**src/rtl/oneapi_gasket_pkg.sv**
```systemverilog
// Shared types and the channel remap helper for the oneAPI Avalon-ST to AXI4-S video gasket.
package oneapi_gasket_pkg;

   typedef enum logic {
      SYNC = 1'b0,
      RUN  = 1'b1
   } gasket_state_e;

   // Widest channel the remap helper handles on either side of the gasket.
   localparam int MAX_CH_W = 32;

   typedef struct packed {
      logic tlast;
      logic sof;
   } beat_meta_t;

   localparam int BEAT_META_W = $bits(beat_meta_t);

   function automatic logic [MAX_CH_W-1:0] remap_channel(
      input logic [MAX_CH_W-1:0] av_ch,
      input logic [MAX_CH_W-1:0] mask
   );
      return av_ch & mask;
   endfunction

endpackage

```
**src/rtl/oneapi_gasket_skid_buffer.sv**
```systemverilog
// Two-entry skid buffer: head entry drives the downstream payload straight from flops,
// upstream ready is registered from the next occupancy.
module oneapi_gasket_skid_buffer #(
   parameter int W = 26
) (
   input  logic         clk,
   input  logic         rst,
   input  logic         push,
   input  logic [W-1:0] din,
   output logic         in_ready,
   output logic         out_valid,
   output logic [W-1:0] dout,
   input  logic         out_ready
);

   logic [1:0]   count_q;
   logic [1:0]   count_d;
   logic [W-1:0] head_q;
   logic [W-1:0] tail_q;
   logic         valid_q;
   logic         pop;

   assign pop       = valid_q & out_ready;
   assign out_valid = valid_q;
   assign dout      = head_q;

   always_comb begin
      count_d = count_q;
      case ({push, pop})
         2'b10:   count_d = count_q + 2'd1;
         2'b01:   count_d = count_q - 2'd1;
         default: count_d = count_q;
      endcase
   end

   always_ff @(posedge clk or posedge rst) begin
      if (rst) begin
         count_q  <= 2'd0;
         valid_q  <= 1'b0;
         in_ready <= 1'b0;
         head_q   <= '0;
         tail_q   <= '0;
      end else begin
         count_q  <= count_d;
         valid_q  <= (count_d != 2'd0);
         in_ready <= (count_d < 2'd2);
         // Head takes the new beat when it would otherwise be empty; else it refills from tail.
         if (push && ((count_q == 2'd0) || ((count_q == 2'd1) && pop)))
            head_q <= din;
         else if (pop && (count_q == 2'd2))
            head_q <= tail_q;
         if (push && (((count_q == 2'd1) && !pop) || ((count_q == 2'd2) && pop)))
            tail_q <= din;
      end
   end

endmodule

```
**src/rtl/oneapi_avs_to_axs_pixel_gasket.sv**
```systemverilog
// Return-path gasket: oneAPI Avalon-ST source to Intel Streaming Video AXI4-S transmitter.
// Strips channel padding, maps SOP/EOP to tuser[0]/tlast and waits for the first frame start.
module oneapi_avs_to_axs_pixel_gasket
   import oneapi_gasket_pkg::*;
#(
   parameter int                  PARALLEL_PIXELS      = 1,
   parameter int                  BITS_PER_CHANNEL     = 8,
   parameter int                  CHANNELS             = 3,
   parameter int                  BITS_PER_CHANNEL_AV  = 8,
   parameter int                  BITS_PER_PIXEL_AV    = 24,
   parameter int                  BITS_AV              = 24,
   parameter int                  EMPTY_BITS           = 2,
   parameter int                  BITS_PER_CHANNEL_AXI = 8,
   parameter int                  BITS_PER_PIXEL_AXI   = 24,
   parameter int                  BITS_AXI             = 24,
   parameter int                  TUSER_BITS           = 3,
   parameter logic [MAX_CH_W-1:0] MASK_IN              = 'hff
) (
   input  logic                  csi_clk,
   input  logic                  rsi_reset,
   output logic                  asi_ready,
   input  logic                  asi_valid,
   input  logic [BITS_AV-1:0]    asi_data,
   input  logic                  asi_startofpacket,
   input  logic                  asi_endofpacket,
   input  logic [EMPTY_BITS-1:0] asi_empty,
   input  logic                  axm_tready,
   output logic                  axm_tvalid,
   output logic [BITS_AXI-1:0]   axm_tdata,
   output logic                  axm_tlast,
   output logic [TUSER_BITS-1:0] axm_tuser,
   output logic                  status_synced,
   output logic                  status_sop_err
);

   typedef struct packed {
      logic [BITS_AXI-1:0] tdata;
      beat_meta_t          meta;
   } beat_t;

   gasket_state_e       state_q;
   gasket_state_e       state_d;
   logic                accept;
   logic                push;
   logic                buf_ready;
   logic                mid_line_q;
   logic                synced_q;
   logic                sop_err_q;
   logic [BITS_AXI-1:0] remapped;
   beat_t               beat_in;
   beat_t               beat_out;
   logic                unused_inputs;

   // Empty is meaningless for video beats; significant width is implied by the mask.
   assign unused_inputs = ^{asi_empty, asi_data, 1'(BITS_PER_CHANNEL)};

   assign asi_ready = buf_ready;
   assign accept    = asi_valid & buf_ready;

   always_comb begin
      remapped = '0;
      for (int p = 0; p < PARALLEL_PIXELS; p++) begin
         for (int c = 0; c < CHANNELS; c++) begin
            remapped[p*BITS_PER_PIXEL_AXI + c*BITS_PER_CHANNEL_AXI +: BITS_PER_CHANNEL_AXI] =
               BITS_PER_CHANNEL_AXI'(remap_channel(
                  MAX_CH_W'(asi_data[p*BITS_PER_PIXEL_AV + c*BITS_PER_CHANNEL_AV +: BITS_PER_CHANNEL_AV]),
                  MASK_IN));
         end
      end
   end

   always_comb begin
      beat_in            = '0;
      beat_in.tdata      = remapped;
      beat_in.meta.tlast = asi_endofpacket;
      beat_in.meta.sof   = asi_startofpacket;
   end

   always_comb begin
      state_d = state_q;
      push    = 1'b0;
      case (state_q)
         SYNC: begin
            // The frame-start beat that ends synchronisation is itself forwarded.
            if (accept && asi_startofpacket) begin
               push    = 1'b1;
               state_d = RUN;
            end
         end
         RUN: begin
            push = accept;
         end
         default: begin
            state_d = SYNC;
         end
      endcase
   end

   always_ff @(posedge csi_clk or posedge rsi_reset) begin
      if (rsi_reset) begin
         state_q    <= SYNC;
         synced_q   <= 1'b0;
         mid_line_q <= 1'b0;
         sop_err_q  <= 1'b0;
      end else begin
         state_q  <= state_d;
         synced_q <= (state_d == RUN);
         if (push) begin
            mid_line_q <= !asi_endofpacket;
            if (asi_startofpacket && mid_line_q)
               sop_err_q <= 1'b1;
         end
      end
   end

   oneapi_gasket_skid_buffer #(
      .W($bits(beat_t))
   ) u_skid (
      .clk       (csi_clk),
      .rst       (rsi_reset),
      .push      (push),
      .din       (beat_in),
      .in_ready  (buf_ready),
      .out_valid (axm_tvalid),
      .dout      (beat_out),
      .out_ready (axm_tready)
   );

   assign axm_tdata      = beat_out.tdata;
   assign axm_tlast      = beat_out.meta.tlast;
   assign axm_tuser      = TUSER_BITS'(beat_out.meta.sof);
   assign status_synced  = synced_q;
   assign status_sop_err = sop_err_q;

endmodule

```
**config.mk**
```make
export PLATFORM = sky130hd
export DESIGN_NAME = oneapi_avs_to_axs_pixel_gasket
export DESIGN_NICKNAME = d
export VERILOG_FILES = /design/src/rtl/oneapi_gasket_pkg.sv /design/src/rtl/oneapi_gasket_skid_buffer.sv /design/src/rtl/oneapi_avs_to_axs_pixel_gasket.sv
export SDC_FILE = /design/constraint.sdc
export NUM_CORES = 1
export LEC_CHECK = 0
export CORE_ASPECT_RATIO = 1.75
export CORE_UTILIZATION = 30
export CTS_BUF_LIST = sky130_fd_sc_hd__clkbuf_8
export DETAILED_ROUTE_END_ITERATION = 12
export SLEW_MARGIN = 20
export SYNTH_ARGS = -nofsm -noshare
export SYNTH_HDL_FRONTEND = slang
export SYNTH_SLANG_ARGS = --single-unit
```
**constraint.sdc**
```tcl
create_clock -name csi_clk -period 2.8 [get_ports csi_clk]
set_clock_uncertainty 0.2 [all_clocks]
set_input_delay 0.42 -clock csi_clk [delete_from_list [all_inputs] [get_ports csi_clk]]
set_output_delay 0.42 -clock csi_clk [all_outputs]
set_load 0.05 [all_outputs]
```
==> results of run 1 <==
[cell usage after synthesis (all sizes together)]
library cell,count
dfrtp,59
nand2,54
a31oi,26
mux2,26
nor3,26
buf,10
clkbuf,7
inv,6
ha,5
o21ai,4
nand3,3
nor2,3
nand2b,2
a21boi,1
a221oi,1
a41o,1
and3,1
conb,1
mux2i,1
nand4b,1
o211ai,1
o2bb2ai,1
[flip-flops by register name, summed over array words and instances (netlist names)]
register,count
mid_line_q,1
status_sop_err,1
status_synced,1
u_skid.count_q,2
u_skid.dout,26
u_skid.in_ready,1
u_skid.out_valid,1
u_skid.tail_q,26
[per-layer routing]
metal | track usage | vias to the layer above | part of all wire
met5 | 0 | - | 0
met4 | 0.104 | 0 | 0.026
met3 | 0.0229 | 12 | 0.043
met2 | 0.265 | 62 | 0.52
met1 | 0.191 | 1010 | 0.41
li1 | - | 960 | -
[worst paths after layout]
| kind | start | cells past startpoint | endpoint |
|---|---|---|---|
| min in group csi_clk | status_sop_err | 1 | status_sop_err |
| worst max register to register | u_skid.count_q[0] | 6 | u_skid.tail_q[23] |
| worst min register to register | status_sop_err | 1 | status_sop_err |
| worst max-delay path | u_skid.out_valid | 1 | axm_tvalid |
| worst min-delay path | rsi_reset | 3 | u_skid.tail_q[5] |
| max in group asynchronous | rsi_reset | 3 | u_skid.dout[16] |
[cell families (layout without fill, tap and decap cells)]
kind of cell | after synthesis | in the layout | synth area share
simple gates | 90 | 90 | 0.144
fa+ha+maj | 5 | 5 | 0.0233
compound gates | 35 | 35 | 0.0904
flops | 59 | 59 | 0.550
mux | 27 | 27 | 0.139
buf+inv | 23 | 91 | 0.0517
other cells | 1 | 2 | 0.00140
[power by group]
| part | switching (uW) | internal, uW |
|---|---|---|
| clock network | 320 | 447 |
| registers | 247 | 1260 |
| logic | 1320 | 898 |
| total | 1880 | 2610 |
[area by class of cell]
type                            count  area [um2]
Clock buffer                       11         151
Multi-Input combinational cell    159        1080
Tap cell                          117         146
Fill cell                         863        5060
Timing Repair Buffer               70         686
Clock inverter                      4        42.5
Inverter                            6        22.5
Sequential cell                    59        1480
[stage by stage]
step | power [uW] | cell area [um2]
floorplan | 3040 | 2690
global placement | 3710 | 3410
detailed placement | 3760 | 3410
CTS | 4550 | 3610
global route | 4770 | 3610
finish | 4490 | 3610
==> metrics.cfg, run 1 <==
[status]
status = finished, final reports clean

[timing]
finalHoldViolations = 0
worst-slew-pin-transition_ns = 0.508
fin_tns_setup_ns = 0
drv_slew = 0
holdWs_ns = 0.260
setup_viol = 0
min_period_over_period = 0.828
maxSlewHeadroom = 0.660
max_freq_ghz = 0.431
period_needed_ns = 2.32
rsz0062_at_grt = no
setup_slack_ns = 0.480

[clock_network]
h-tree-depth = 3
cts_resized = 0
clk_path_buf_depth = 2
clkTransAtPathRegs_ns = 0.07
tritoncts = yes
cts.sinks = 59
cts-buffers-inserted = 9
cts_hold_buf = 0
postCtsSetupBuffers = 0
cts_root_buf = clkbuf_8
clk_latency_ns = 0.33

[placement]
dp.cells = 411
io_buffers = 59
gp_congestion = 0.715
place_hpwl_mm = 4.32
post-place-ws_ns = 0.308

[setup_path]
crit_family = buffers and inverters
critPathKind = reg -> out
critPathSlowestCell = clkdlybuf4s50_1
crit_arrival_ns = 1.70
crit_path_end_kind = output port
timing.critical_path.buf_inv = 1
r2r_slack_ns = 0.75
worstPathRequired_ns = 2.18
critPathMaxFanout = 7
max_stage_delay_ns = 0.86
path_cells = clkdlybuf4s50_1
start_kind = flop

[synth]
synth.top_cells.by_area = dfrtp_1, mux2_4, nand2_1
ys_seq_area_frac = 0.550
netlist_instances = 240
synth_top_area_share = 0.550
yosys.area.top_type = dfrtp_1
synth_area_mm2 = 0.00269
yosysWarnings = 0
ys_ff_latch = 59
synth_area_per_cell_um2 = 11.2
ys_types = 29

[die]
die_w_um = 73.5
ioPinCount = 64
core-area_mm2 = 0.00867
die_y_um = 127
rows = 45
die-area_mm2 = 0.00935
start_util = 0.310

[cells_and_area]
final_cell_mix = clkdlybuf4s50_1, dfrtp_1, nand2_1
stdcell_count = 426
num_antenna_cells = 0
utilization = 0.416
area_growth_pct = 34.3
layout-drive-gt1-share = 0.172
nNetsFinal = 342

[global_routing]
grt_pass1_vias = 2237
antenna_found_initial = 0
grt-ovfl-total = 0
grt_usage = 0.161
grt_max_degree = 60
grt_pass1_wl_mm = 11.0

[detailed_routing]
viasPerCell = 4.80
wl_per_cell_um = 15.5
drc = 0
dr.pass1.iters = 4
routed_wl_mm = 6.61
detail-route-antenna-nets = 0
drt_first_iter_violations = 78
vias = 2044

[power]
ir_drop_mv = 0.471
cellLeakagePower_uw = 0.00160
powerDensity_mw_per_mm2 = 1250

[flow_run]
drv_cap = 0

[min_path]
hold_path_class = in -> async

Note: power is estimated with default switching activity, not from simulation.
==> run 2, diff against run 1 <==
==> constraint.sdc (replaced) <==
create_clock -name csi_clk -period 2 [get_ports csi_clk]
set_clock_uncertainty 0.2 [all_clocks]
set_input_delay 0.3 -clock csi_clk [delete_from_list [all_inputs] [get_ports csi_clk]]
set_output_delay 0.3 -clock csi_clk [all_outputs]
set_load 0.05 [all_outputs]
==> run 2 against run 1 <==
Effect of this change:
- global-route usage down 0.19 points
- count of clock-buffer cells in the layout unchanged
- critical path depth up 7
- power up 39%
- sequential share of layout area down 1.9 points
- die area unchanged
- utilization up 2.1 points
- via count up 4.7%
- clock power up 24%
- register-to-register slack worse by 0.67 ns
- critical path type is now in -> reg
- highest routed layer unchanged
==> metrics.cfg, run 2 (synthesized netlist as in run 1, its figures left out) <==
[timing]
max_freq_ghz = 0.519
period_needed_ns = 1.93
holdWs_ns = 0.0786
rsz0062_at_grt = yes
drv_slew = 0
finalHoldViolations = 0
setup_viol = 0
min_period_over_period = 0.964

[die]
core-area_mm2 = 0.00867
rows = 45
die-area_mm2 = 0.00935
die_w_um = 73.5
start_util = 0.310
die_y_um = 127
ioPinCount = 64

[global_routing]
grt_pass1_wl_mm = 11.0
grt_pass1_vias = 2208
grt_max_degree = 27
grt_usage = 0.159
antenna_found_initial = 0
grt-ovfl-total = 0

[min_path]
hold_path_class = in -> async

[detailed_routing]
viasPerCell = 4.81
detail-route-antenna-nets = 0
drc = 0
wl_per_cell_um = 15.2
dr.pass1.iters = 4
routed_wl_mm = 6.75
vias = 2141
drt_first_iter_violations = 93

[power]
ir_drop_mv = 0.671
cellLeakagePower_uw = 0.00174
p_int_uw = 3570
powerDensity_mw_per_mm2 = 1650
p_clk_frac = 0.152
finalPower_uw = 6260
power_frac_seq = 0.338
combPwrFrac = 0.510
p_sw_frac = 0.430
p_switching_uw = 2690

[setup_path]
worstPathRequired_ns = 2.01
start_kind = input pin
critPathMaxFanout = 3
crit_arrival_ns = 1.94
path_cells = clkdlybuf4s50_1, o211ai_1, buf_4, buf_4, ha_1, mux2_2, mux2i_2, nand3_1
r2r_slack_ns = 0.08
worst_r2r_endpoint = u_skid.tail_q[25]
crit_path_end_kind = flop
r2r-start = u_skid.count_q[0]
cpMostUsedCell = buf_4
reg2regPathDepth = 7
critPathSlowestCell = clkdlybuf4s50_1
max_stage_delay_ns = 0.48
critPathKind = in -> reg

[flow_run]
drv_cap = 0

[cells_and_area]
final_cell_mix = dfrtp_1, nand2_1, buf_4
nNetsFinal = 360
finalInstanceArea_mm2 = 0.00379
layout_commonest_cell = dfrtp_1
area_growth_pct = 41.1
stdcell_count = 445
layout-drive-gt1-share = 0.274
num_antenna_cells = 0

[clock_network]
cts-buffers-inserted = 9
cts_root_buf = clkbuf_8
clk_path_buf_depth = 2
cts.sinks = 59
tritoncts = yes
clk_latency_ns = 0.35
clkTransAtPathRegs_ns = 0.06
h-tree-depth = 3

[placement]
place_hpwl_mm = 4.55
io_buffers = 59
gp_congestion = 0.757
dp.cells = 422
placed_cell_area_mm2 = 0.00350

[status]
status = finished, final reports clean

run 2: changes by cell type in the layout (fill, tap and decap cells not counted), moves of 2 or more:
cell,before,now
clkdlybuf4s50_1,59,29
dlygate4sd2_1,0,19
buf_4,10,32
clkbuf_16,0,2
dfrtp_2,0,2
buf_12,1,5
dfrtp_1,59,57
run 2: power groups by stage:
| stage | sequential, uW | clock [uW] | combinational, uW |
|---|---|---|---|
| 2_1_floorplan | 3030 | 0 | 1230 |
| 3_3_place_gp | 2120 | 0 | 3110 |
| 3_5_place_dp | 2130 | 0 | 3150 |
| 4_1_cts | 2110 | 995 | 3040 |
| 5_1_grt | 2190 | 1040 | 3410 |
| 6_report | 2120 | 950 | 3200 |
run 2: per-layer routing:
layer | track usage | vias up | wire, um
li1 | - | 998 | -
met1 | 0.183 | 1069 | 2790
met2 | 0.262 | 60 | 3500
met3 | 0.0536 | 14 | 310
met4 | 0.0701 | 0 | 149
met5 | 0 | - | 0
run 2: critical path: cells and delay by family:
| kind | cells | cell delay (ns) |
|---|---|---|
| buf+inv | 3 | 0.76 |
| fa+ha+maj | 1 | 0.19 |
| compound gates | 1 | 0.12 |
| simple gates | 1 | 0.10 |
| mux | 2 | 0.48 |
run 2: worst max path at each step:
stage / startpoint / endpoint / slack (ns) / depth (start not counted)
2_1_floorplan: status_synced / u_skid.out_valid / -0.03 / 6
3_3_place_gp: asi_startofpacket / u_skid.out_valid / -0.22 / 7
3_5_place_dp: asi_startofpacket / u_skid.out_valid / -0.27 / 7
4_1_cts: u_skid.count_q[0] / u_skid.tail_q[24] / 0.03 / 6
5_1_grt: status_synced / u_skid.out_valid / -0.001 / 7
6_report: asi_valid / u_skid.out_valid / 0.07 / 8
run 2: cell type report:
class	count	area [um2]
timing repair buffer	88	858
clock inverter	5	21.3
inverter	6	26.3
sequential	59	1480
clock buffer	11	151
fill	890	4880
multi-input combinational	159	1100
tap	117	146
run 2: what timing repair did:
action,CTS,global route
setup endpoints to repair,19,51
buffers inserted,0,5
cloned,0,2
gates resized for setup,19,8
hold buffers,0,0
pin swaps,0,2
run 2: stage by stage:
stage	setup TNS [ns]	setup slack, ns	util
5_1_grt	-0.00145	-0.00145	0.437
3_3_place_gp	-5.55	-0.218	0.404
6_report	0	0.0722	0.437
2_1_floorplan	-0.218	-0.0276	-
3_5_place_dp	-6.98	-0.271	0.404
4_1_cts	0	0.0276	0.421
==> patch 1, RTL diff (config.mk and constraints of run 2) <==
Set the parameter `BITS_PER_CHANNEL_AXI` to 6 (it was 8).
--- a/src/rtl/oneapi_avs_to_axs_pixel_gasket.sv
+++ b/src/rtl/oneapi_avs_to_axs_pixel_gasket.sv
@@ -10,7 +10,7 @@
    parameter int                  BITS_PER_PIXEL_AV    = 24,
    parameter int                  BITS_AV              = 24,
    parameter int                  EMPTY_BITS           = 2,
-   parameter int                  BITS_PER_CHANNEL_AXI = 8,
+   parameter int                  BITS_PER_CHANNEL_AXI = 6,
    parameter int                  BITS_PER_PIXEL_AXI   = 24,
    parameter int                  BITS_AXI             = 24,
    parameter int                  TUSER_BITS           = 3,
Behaviour: not the same (Yosys sat finds a counterexample within 4 cycles, from zero or initial values and one cycle with rsi_reset high).
==> patch 1 against run 2 <==
Total power fell by 23%; area after synthesis fell by 18%; setup slack got worse by 0.011 ns; first-iteration DRC count rose by 23%; clock power fell by 33%; sequential share of layout area rose by 0.82 points; global-route usage fell by 0.96 points; sequential cell count fell by 12; final area fell by 22%; fmax fell by 0.55%; routed wire length fell by 22%; critical endpoint is now axm_tdata[8].
==> patch 1: results (changes against run 2) <==
status: finished clean
top cells by area, synth: dfrtp_1 (53%), mux2_4 (13%), nand2_1 (7.1%)
routed wire length: 5267 um (-22%)
vias in the first global route: 1718 (-22%)
ANT cells: 0 (unchanged)
cts bufs inserted: 5 (-4)
Arr. time, crit path: 1.44 ns (-0.50 ns)
latest clock arrival within the worst-skew pair: 0.30 ns (-0.05 ns)
Vias/cell: 4.851 (+0.83%)
number of I/O port buffers: 47 (-20%)
ys flop type: dfrtp_1
Hold WC Path Type: input port to asynchronous set/reset pin
Sw Share: 43.38% (+0.38 points)
layout cells sized above 1: 24.12% (-3.3 points)
max cap viols: 0 (unchanged)
RePlAce Congestion: 0.7456 (-1.5%)
clock-pin slew on the worst setup and hold paths: 0.09 ns (+0.03 ns)
first-pass GRT wire length: 8342 um (-24%)
slew at the pin closest to its max-slew limit: 0.5050 ns
LEAKAGE: 1.421 nW (-18%)
Max rail drop VDD: 683.5 uV (+1.8%)
Max stage delay on crit path: 0.79 ns (+0.31 ns)
fill cell count: 709 (-20%)
largest net degree at the start of global routing: 23 (-15%)
initial DRC count: 114 (+23%)
Post-synth top cells: dfrtp_1 (47), nand2_1 (42), a31oi_1 (20), mux2_4 (19), nor3_1 (19)
CP Max Fanout: 2 (-1)
Seq/Total Area, Yosys: 53.26% (-1.7 points)
CTS max path bufs: 2 (unchanged)
initial antenna violation count: 0 (unchanged)
Detail Placement HPWL: 3535 um (-22%)
nets@finish: 293 (-19%)
CTS H-Tree Depth: 2 (-1)
post-placement cell area: 2825 um^2 (-19%)
GRT Util Overall: 14.91% (-0.96 points)
crit-path leading delay family: buffers and inverters
router iterations before antenna repair: 4 (unchanged)
area delta synth->final: 33.88%
[patch 1: changes by cell type after synthesis, sizes merged]
cell	run 2	this run
mux2	26	20
a31oi	26	20
nor4	0	1
o21ai	4	3
nor3	26	19
nand2	54	42
nand4b	1	0
dfrtp	59	47
clkbuf	7	3
o22ai	0	1
buf	10	17
[patch 1: metal layers]
layer / GRT usage (%) / share of wire (%) / up-vias
met5: 0 / 0 / -
met2: 27.07 / 54 / 51
met3: 2.461 / 4.0 / 10
met4: 7.518 / 2.3 / 0
met1: 16.14 / 39 / 818
li1: - / - / 785
[patch 1: area by class of cell]
type	count	area share (%)
clock buffer	7	3.259
clock inverter	1	0.1270
timing repair buffer	62	21.07
multi-input combinational	134	31.27
inverter	6	0.7617
sequential	47	39.86
tap	86	3.639
[patch 1: power groups by stage]
stage               Sequential (mW)  Clock (mW)  Combinational [mW]
floorplan                      2.40           0                1.04
global placement               1.68           0                2.53
detailed placement             1.69           0                2.55
CTS                            1.68       0.659                2.55
global route                   1.73       0.694                2.69
finish                         1.67       0.636                2.53
[patch 1: final timing paths]
kind | slack, ns | cells after the start | start | to
max in group asynchronous | 1.06 | 3 | rsi_reset | u_skid.in_ready
setup / recovery | 0.06 | 1 | u_skid.dout[10] | axm_tdata[8]
setup reg to reg | 0.09 | 6 | u_skid.count_q[0] | u_skid.tail_q[19]
min in group csi_clk | 0.28 | 1 | status_sop_err | status_sop_err
hold / removal | 0.1 | 2 | rsi_reset | u_skid.dout[19]
hold reg to reg | 0.28 | 1 | status_sop_err | status_sop_err
[patch 1: logic make-up after synthesis]
logic type / synth area share, %
mux: 13.88
other cells: 0.1698
fa+ha+maj: 2.833
buf+inv: 6.855
simple gates: 13.77
compound gates: 9.235
flops: 53.26
[patch 1: worst register-to-register path, cell delays in order, from the launching register on]
cell	delay [ns]
dfrtp_1	0.39
inv_1	0.07
ha_1	0.21
and3_1	0.23
o21ai_4	0.19
buf_12	0.19
mux2_4	0.33
[patch 1: stage by stage]
| step | hold slack [ns] | std cells | setup slack (ns) |
|---|---|---|---|
| 5_1_grt | 0.1097 | 343 | 0.009324 |
| 2_1_floorplan | 0.1947 | 207 | 0.02277 |
| 3_3_place_gp | 0.2561 | 334 | -0.1420 |
| 3_5_place_dp | 0.2660 | 334 | -0.1595 |
| 4_1_cts | 0.09212 | 342 | 0.01126 |
| 6_report | 0.09918 | 343 | 0.06153 |
[patch 1: timing repair]
action	in CTS	in global routing
resized for setup	2	10
setup buffers	0	1
endpoints found under the setup margin	2	24
==> patch 2, RTL diff (config.mk and constraints of run 2) <==
Without the edit above. Register the output `status_sop_err` once more, without a reset; this adds one clock of latency there. The other outputs are not delayed to match.
--- a/src/rtl/oneapi_avs_to_axs_pixel_gasket.sv
+++ b/src/rtl/oneapi_avs_to_axs_pixel_gasket.sv
@@ -130,7 +130,9 @@
    assign axm_tlast      = beat_out.meta.tlast;
    assign axm_tuser      = TUSER_BITS'(beat_out.meta.sof);
    assign status_synced  = synced_q;
-   assign status_sop_err = sop_err_q;
+   always_ff @(posedge csi_clk) begin
+      status_sop_err <= sop_err_q;
+   end
 
 endmodule
 
Check against the original RTL: not equivalent (a bounded check fails within 4 cycles, from zero or initial values and one cycle with rsi_reset high).
==> patch 2 against run 2 <==
Total power grew 3.4%; sequential cell count grew 1; clock power grew 18%; routed wire length grew 1.4%; setup slack lost 0.058 ns; final area grew 2.1%; area after synthesis grew 0.75%; largest power group unchanged.
==> patch 2: results (changes against run 2) <==
RePlAce Congestion: 0.7435 (-1.7%)
initial DRC count: 118 (+27%)
fraction of registers with async set/reset: 98.33% (-1.7 points)
post-placement cell area: 3525 um^2 (+0.61%)
Unique masters post-synth: 30 (+3.4%)
post-synthesis area per instance: 11.22 um^2 (+0.33%)
status: finished clean
nets@finish: 362 (+0.56%)
worst reg-to-reg path cell count: 6 (-1)
layout cells sized above 1: 29.48% (+2.0 points)
vias: 2155 (+0.65%)
Vias/cell: 4.832 (+0.43%)
GRT Util Overall: 15.44% (-0.43 points)
top cells by area, synth: dfrtp_1 (55%), mux2_4 (11%), nand2_1 (7.5%)
Adder-Cell Fraction of Synth Area: 2.313% (-0.017 points)
Synth Area in Compound Gates: 8.973% (-0.067 points)
proportion of synthesized area in mux cells: 13.83% (-0.10 points)
LEAKAGE: 1.759 nW (+1.4%)
router iterations before antenna repair: 7 (+3)
Seq/Total Area, Yosys: 55.32% (+0.33 points)
CP Max Fanout: 7 (+4)
routed wire length: 6843 um (+1.4%)
largest net degree at the start of global routing: 33 (+22%)
Detail Placement HPWL: 4529 um (-0.54%)
reg2reg setup slack: 0.01 ns (-0.07 ns)
==> patch 2: kinds of logic after synthesis <==
kind of cell / count (synthesis)
adder cells (fa/ha/maj): 5
AND/OR/NAND/NOR: 90
other: 1
buffers and inverters: 23
AO/OA/AOI/OAI: 35
flip-flops: 60
multiplexers: 27
==> patch 2: area by class of cell <==
type	instances	area, um^2
fill	858	4861
inverter	6	26.28
sequential	60	1499
tap	117	146.4
multi-input combinational	159	1135
clock buffer	15	206.4
timing repair buffer	89	853.3
==> patch 2: repair_timing <==
action,4_1_cts,5_1_grt
endpoints found under the setup margin,15,19
pin swaps,0,3
cloned,0,2
buffers inserted,0,6
resized for setup,15,14
hold buffers,0,0
==> patch 2: power breakdown <==
group	total, mW	switching (mW)	internal [mW]	leakage (nW)
sequential	2.15	0.354	1.80	0.685
combinational	3.21	1.90	1.31	0.966
clock	1.12	0.470	0.647	0.108
total	6.48	2.72	3.75	1.76
==> patch 2: worst max path at each step <==
| stage | from | end | slack (ns) | cells after the start |
|---|---|---|---|---|
| 2_1_floorplan | status_synced | u_skid.out_valid | -0.03 | 6 |
| 3_3_place_gp | asi_startofpacket | u_skid.out_valid | -0.24 | 7 |
| 3_5_place_dp | asi_startofpacket | u_skid.out_valid | -0.23 | 7 |
| 4_1_cts | u_skid.count_q[0] | u_skid.tail_q[24] | 0.01 | 6 |
| 5_1_grt | u_skid.count_q[0] | u_skid.tail_q[3] | -0.04 | 6 |
| 6_report | u_skid.count_q[0] | u_skid.tail_q[2] | 0.01 | 6 |
==> patch 2: critical path, stage by stage (launching register included) <==
cell and delay [ns]:
dfrtp_1 0.41, buf_6 0.13, ha_4 0.15, a21boi_4 0.14, o21ai_4 0.30, clkbuf_16 0.24
mux2_4 0.29
==> patch 2: metal layers <==
layer / routed length (um) / up-vias / GRT usage (%)
met2: 3614 / 65 / 25.20
li1: - / 1007 / -
met3: 321 / 9 / 4.180
met5: 0 / - / 0
met4: 156 / 0 / 8.484
met1: 2750 / 1074 / 17.96
==> patch 2: stage by stage <==
stage               setup TNS, ns  hold slack, ns  setup WS [ns]
floorplan                 -0.2184          0.1489       -0.02759
global route              -0.4071         0.08518       -0.03992
global placement           -4.655          0.1687        -0.2351
finish                          0         0.07020        0.01410
CTS                             0         0.06499        0.01346
detailed placement         -5.352          0.1675        -0.2306
